[config.mk]
export PLATFORM = sky130hd
export DESIGN_NAME = trap_controller
export DESIGN_NICKNAME = d
export VERILOG_FILES = /design/src/rtl/trap_controller.sv
export SDC_FILE = /design/constraint.sdc
export NUM_CORES = 1
export LEC_CHECK = 0
export BUFFER_PORTS_ARGS = -buffer_cell sky130_fd_sc_hd__buf_2
export CAP_MARGIN = 20
export CELL_PAD_IN_SITES_DETAIL_PLACEMENT = 0
export CELL_PAD_IN_SITES_GLOBAL_PLACEMENT = 2
export CORE_UTILIZATION = 34
export CTS_CLUSTER_SIZE = 40
export DETAILED_ROUTE_END_ITERATION = 10
export HOLD_SLACK_MARGIN = 0.05
export PLACE_DENSITY = 0.95
export SLEW_MARGIN = 5
export SYNTH_ARGS = -nofsm -noshare
export SYNTH_HDL_FRONTEND = slang
export SYNTH_SLANG_ARGS = --single-unit
[constraint.sdc]
create_clock -name i_clk -period 11.8 [get_ports i_clk]
set_input_delay 1.77 -clock i_clk [delete_from_list [all_inputs] [get_ports i_clk]]
set_output_delay 1.77 -clock i_clk [all_outputs]
set_load 0.01 [all_outputs]
[src/rtl/trap_controller.sv]
// trap_controller: arbitrates F/E exception codes, latches mepc/mcause/mtval,
// redirects the PC to the trap vector with an F/D/E flush, tracks the privilege
// region (reset handler / user text / trap handler) and handles mret returns.
// Build option: define TRAP_COUNTER_EN to add a saturating trap counter read at
// CSR index 3; without it index 3 reads as zero.

`ifndef NO_E
`define NO_E 4'hF
`endif

module trap_controller #(
    parameter logic [31:0] TRAP_VEC  = 32'h0000_0000,
    parameter logic [31:0] RESET_VEC = 32'h0004_0000,
    parameter logic [31:0] TEXT_BASE = 32'h0008_0000
) (
    input  logic        i_clk,
    input  logic        i_rst,
    input  logic [3:0]  i_exception_code_f,
    input  logic [3:0]  i_exception_code_e,
    input  logic [31:0] i_pc_f,
    input  logic [31:0] i_pc_e,
    input  logic [31:0] i_alu_out_e,
    input  logic        i_mret_e,
    input  logic        i_csr_we,
    input  logic [1:0]  i_csr_addr,
    input  logic [31:0] i_csr_wdata,
    output logic [31:0] o_csr_rdata,
    output logic        o_redirect,
    output logic [31:0] o_redirect_addr,
    output logic        o_flush_fde,
    output logic        o_reset_permission,
    output logic        o_trap_permission,
    output logic        o_halt
);

    // RESET_VEC only documents where the pipeline boots; nothing here consumes it.
    localparam logic [31:0] BOOT_VEC_UNUSED = RESET_VEC;

    typedef enum logic [2:0] {
        ST_RESET  = 3'd0,
        ST_RUN    = 3'd1,
        ST_ENTER  = 3'd2,
        ST_TRAP   = 3'd3,
        ST_RETURN = 3'd4,
        ST_HALT   = 3'd5
    } state_t;

    state_t      state_q, state_d;
    logic [31:0] mepc_q, mepc_d;
    logic [31:0] mcause_q, mcause_d;
    logic [31:0] mtval_q, mtval_d;
    logic        redirect_q, redirect_d;
    logic [31:0] redirect_addr_q, redirect_addr_d;
    logic        flush_q, flush_d;
    logic        reset_perm_q, reset_perm_d;
    logic        trap_perm_q, trap_perm_d;
    logic        halt_q, halt_d;

    logic exc_e;
    logic exc_f;
    logic priv_fault;

    assign exc_e = (i_exception_code_e != `NO_E);
    assign exc_f = (i_exception_code_f != `NO_E);
    // In a privileged region any fault is fatal; an F fault loses only to an mret in E.
    assign priv_fault = exc_e || (exc_f && !i_mret_e);

    // Next-state, CSR update and registered-output computation.
    always_comb begin
        state_d         = state_q;
        mepc_d          = mepc_q;
        mcause_d        = mcause_q;
        mtval_d         = mtval_q;
        redirect_addr_d = TRAP_VEC;
        case (state_q)
            ST_RESET: begin
                if (priv_fault) begin
                    state_d = ST_HALT;
                end else if (i_mret_e) begin
                    state_d         = ST_RETURN;
                    redirect_addr_d = TEXT_BASE;
                end
            end
            ST_RUN: begin
                // E is older than F, so it wins; mret in E suppresses a younger F fault.
                if (exc_e) begin
                    state_d  = ST_ENTER;
                    mepc_d   = i_pc_e;
                    mcause_d = {28'b0, i_exception_code_e};
                    mtval_d  = i_alu_out_e;
                end else if (exc_f && !i_mret_e) begin
                    state_d  = ST_ENTER;
                    mepc_d   = i_pc_f;
                    mcause_d = {28'b0, i_exception_code_f};
                    mtval_d  = i_pc_f;
                end
                redirect_addr_d = TRAP_VEC;
            end
            ST_ENTER: begin
                // Everything in flight is wrong-path and gets flushed.
                state_d = ST_TRAP;
            end
            ST_TRAP: begin
                if (priv_fault) begin
                    state_d = ST_HALT;
                end else begin
                    if (i_csr_we) begin
                        case (i_csr_addr)
                            2'd0:    mepc_d   = i_csr_wdata;
                            2'd1:    mcause_d = i_csr_wdata;
                            2'd2:    mtval_d  = i_csr_wdata;
                            default: ;
                        endcase
                    end
                    if (i_mret_e) begin
                        state_d         = ST_RETURN;
                        redirect_addr_d = mepc_d;
                    end
                end
            end
            ST_RETURN: state_d = ST_RUN;
            ST_HALT:   state_d = ST_HALT;
            default:   state_d = ST_HALT;
        endcase

        redirect_d   = (state_d == ST_ENTER) || (state_d == ST_RETURN);
        flush_d      = redirect_d;
        reset_perm_d = (state_d == ST_RESET);
        trap_perm_d  = (state_d == ST_TRAP);
        halt_d       = (state_d == ST_HALT);
    end

    // State, CSRs and all outputs except the CSR read port are registered here.
    always_ff @(posedge i_clk or posedge i_rst) begin
        if (i_rst) begin
            state_q         <= ST_RESET;
            mepc_q          <= '0;
            mcause_q        <= '0;
            mtval_q         <= '0;
            redirect_q      <= 1'b0;
            redirect_addr_q <= '0;
            flush_q         <= 1'b0;
            reset_perm_q    <= 1'b1;
            trap_perm_q     <= 1'b0;
            halt_q          <= 1'b0;
        end else begin
            state_q         <= state_d;
            mepc_q          <= mepc_d;
            mcause_q        <= mcause_d;
            mtval_q         <= mtval_d;
            redirect_q      <= redirect_d;
            redirect_addr_q <= redirect_addr_d;
            flush_q         <= flush_d;
            reset_perm_q    <= reset_perm_d;
            trap_perm_q     <= trap_perm_d;
            halt_q          <= halt_d;
        end
    end

    logic [31:0] idx3_rdata;

`ifdef TRAP_COUNTER_EN
    logic [31:0] trap_count_q, trap_count_d;

    // Count each entry into the trap handler, sticking at all-ones.
    always_comb begin
        trap_count_d = trap_count_q;
        if ((state_q == ST_RUN) && (state_d == ST_ENTER) && (trap_count_q != 32'hFFFF_FFFF))
            trap_count_d = trap_count_q + 32'd1;
    end

    // Trap counter register.
    always_ff @(posedge i_clk or posedge i_rst) begin
        if (i_rst) trap_count_q <= '0;
        else       trap_count_q <= trap_count_d;
    end

    assign idx3_rdata = trap_count_q;
`else
    assign idx3_rdata = 32'h0;
`endif

    // Combinational CSR read port.
    always_comb begin
        o_csr_rdata = 32'h0;
        case (i_csr_addr)
            2'd0:    o_csr_rdata = mepc_q;
            2'd1:    o_csr_rdata = mcause_q;
            2'd2:    o_csr_rdata = mtval_q;
            default: o_csr_rdata = idx3_rdata | (BOOT_VEC_UNUSED & 32'h0);
        endcase
    end

    assign o_redirect         = redirect_q;
    assign o_redirect_addr    = redirect_addr_q;
    assign o_flush_fde        = flush_q;
    assign o_reset_permission = reset_perm_q;
    assign o_trap_permission  = trap_perm_q;
    assign o_halt             = halt_q;

endmodule

==> results.json <==
{
  "status": "finished clean",
  "setup_viol": 0,
  "numCtsBuffers": 17,
  "clock_sinks": 135,
  "drtPass1Iterations": 5,
  "drive_above_1_share_pct": 34.0,
  "die_area_um2": 22400,
  "synth.most_common_cell": "nand2_1",
  "period_minus_slack_ns": 5.51,
  "ys_warn_count": 0,
  "p_seq_share_pct": 37.4,
  "tns_ns": 0,
  "wire_per_inst_um": 19.0,
  "fmax_mhz": 181,
  "grt_setup_unrepaired": "no",
  "fillers": 2144,
  "p_comb_share_pct": 35.1,
  "yosys.area.top_type": "dfrtp_1",
  "synth_cell_type_count": 41,
  "fin_area_um2": 9260,
  "cp_max_fo": 35,
  "worstPathArrival_ns": 3.74,
  "synth_flop_cell": "dfrtp_1",
  "slew_headroom_pct": 31.1,
  "power_switching_share_pct": 34.5,
  "critPathKind": "input port to primary output",
  "drtIter0Drc": 377,
  "cts_buffer_depth": 2,
  "async_reset_ff_share_pct": 100,
  "totalWireLength_um": 24000,
  "clock_skew_ns": 0.0116,
  "ir_drop_mv": 0.0976,
  "clkTransAtPathRegs_ns": 0.06,
  "seq_area_um2": 3380,
  "multi_input_area_um2": 3650,
  "dpl-instance-area_um2": 8660,
  "synth-seq-area-share_pct": 45.6,
  "synth_top_area_share_pct": 45.3,
  "vias_per_cell": 5.23,
  "die_h_um": 150,
  "clock_latency_ns": 0.42,
  "maxCapViolations": 0,
  "tritoncts": "yes",
  "synth_commonest_cells": "198 x nand2_1, 134 x dfrtp_1, 67 x mux2_2",
  "clkPwrFrac_pct": 27.5,
  "hold_buffers": 0,
  "syn_area_um2": 7410,
  "r2r_start": "state_q[1]$_DFF_PP0_",
  "cp-end-kind": "primary output",
  "post-dp-hpwl_um": 15000,
  "slew_violations": 0,
  "dr_total_vias": 6620,
  "io_pins": 211,
  "grt-ovfl-total": 0,
  "grt_use_total_pct": 21.7,
  "synth.net_count": 946,
  "place_congestion": 0.765,
  "htree_levels": 4,
  "r2r_end": "o_redirect_addr[4]$_DFF_PP0_",
  "synthCells": 804,
  "ys_seq_elements": 135,
  "power.internal_w": 0.00130,
  "min_path_type": "register to register",
  "first_global_vias": 6380,
  "io_buffers": 210,
  "ant_nets": 0,
  "core_um2": 21200,
  "cts_root_buf": "clkbuf_16",
  "grt_max_degree": 74,
  "synth.area.top_cells": "dfrtp_1 45%, mux2_2 10%, nand2_1 10%",
  "r2r_setup_slack_ns": 8.66,
  "p_sw_w": 0.000685,
  "synth-edff-count": 0,
  "nets": 1117,
  "die_w_um": 150,
  "power.density_nw_per_um2": 214,
  "initial_core_util_pct": 34.9,
  "cts.repair.resized": 0,
  "rr_worst_depth": 4,
  "leakagePower_nw": 4.60,
  "syn-mean-instance-area_um2": 9.22,
  "hold_viol": 0,
  "worst_pin_slew_ns": 1.03,
  "grt_pass1_wl_um": 36700,
  "layout-area-overhead-vs-synth_pct": 25.0,
  "required_ns": 10.03,
  "crit_end": "o_csr_rdata[2]",
  "startpoint": "i_csr_addr[1]",
  "fp-row-count": 53,
  "worstSetupStartpointType": "input port",
  "min_period_over_period_pct": 46.7,
  "post_cts_buffers": 0,
  "grt_antenna_before_repair": 2,
  "route.detailed.drc": 0
}
-- final cells by class --
cell class | count | share of cell area [%]
well taps | 275 | 3.71
diodes | 2 | 0.0540
repair buffers | 220 | 12.6
clock inverters | 12 | 1.63
multi-input cells | 570 | 39.4
flip-flops and latches | 135 | 36.5
inverters | 31 | 1.31
clock buffers | 20 | 4.82
-- stage by stage --
| stage | utilization (%) | instances | power (W) | hold WS [ns] | setup WS (ns) |
|---|---|---|---|---|---|
| floorplan | - | 804 | 0.00122 | 0.479 | 6.42 |
| global placement | 40.5 | 1229 | 0.00143 | 0.489 | 6.38 |
| detailed placement | 40.8 | 1231 | 0.00145 | 0.493 | 6.27 |
| global route | 43.6 | 1263 | 0.00211 | 0.509 | 6.14 |
| finish | 43.6 | 1265 | 0.00199 | 0.507 | 6.29 |
| CTS | 43.6 | 1263 | 0.00201 | 0.508 | 6.27 |
-- flip-flops by register name (all words and copies together), names as in the netlist --
name and flops:
o_trap_permission 1, o_halt 1, mtval_q 32, state_q 3, o_reset_permission 1, o_redirect_addr 32, o_flush_fde 1, mcause_q 32
mepc_q 32
-- critical path: stages --
cell and delay [ns]:
buf_2 0.59, nor2b_4 0.94, nand2_1 0.15, o21ai_0 0.11, buf_2 0.15
-- kinds of logic (layout without fill, tap and decap cells) --
kind of cell	count (synthesis)	in the layout	synth area share [%]
multiplexers	129	129	18.7
other	0	2	0
AO/OA/AOI/OAI	181	181	15.5
flip-flops	135	135	45.6
AND/OR/NAND/NOR	259	259	14.3
buffers and inverters	99	283	5.81
XOR/XNOR	1	1	0.118
-- worst min path at each step --
| stage | from | depth (start not counted) | slack [ns] | endpoint |
|---|---|---|---|---|
| floorplan | mcause_q[2]$_DFFE_PP0P_ | 1 | 0.48 | mcause_q[2]$_DFFE_PP0P_ |
| global placement | mcause_q[2]$_DFFE_PP0P_ | 1 | 0.49 | mcause_q[2]$_DFFE_PP0P_ |
| CTS | mtval_q[1]$_DFFE_PP0P_ | 1 | 0.51 | mtval_q[1]$_DFFE_PP0P_ |
| finish | mtval_q[13]$_DFFE_PP0P_ | 1 | 0.51 | mtval_q[13]$_DFFE_PP0P_ |
| detailed placement | mtval_q[22]$_DFFE_PP0P_ | 1 | 0.49 | mtval_q[22]$_DFFE_PP0P_ |
| global route | mtval_q[12]$_DFFE_PP0P_ | 1 | 0.51 | mtval_q[12]$_DFFE_PP0P_ |
-- placed cells by master (no fill, tap or decap), types with 8 or more instances in the layout --
master       n
o22ai_1     32
inv_1       30
clkbuf_16   17
buf_2      210
nand2_1    197
a21oi_1     34
nor2_1      35
buf_4        8
mux2i_1     60
a31oi_1     32
dfrtp_1    133
a2bb2oi_1   32
o21ai_0     38
mux2_2      67
-- power by group through the flow --
stage	clock, W	combinational, W	sequential [W]
2_1_floorplan	0	0.000528	0.000696
3_3_place_gp	0	0.000677	0.000749
3_5_place_dp	0	0.000705	0.000748
4_1_cts	0.000559	0.000706	0.000742
5_1_grt	0.000578	0.000764	0.000765
6_report	0.000546	0.000698	0.000743
-- per-layer routing --
| layer | vias to the layer above | wire length, um | track usage [%] |
|---|---|---|---|
| li1 | 3144 | - | - |
| met1 | 3209 | 10900 | 29.3 |
| met2 | 257 | 11300 | 35.3 |
| met3 | 10 | 1760 | 5.24 |
| met4 | 0 | 126 | 4.29 |
| met5 | - | 0 | 0 |
Power figures use the tool's default switching activity.
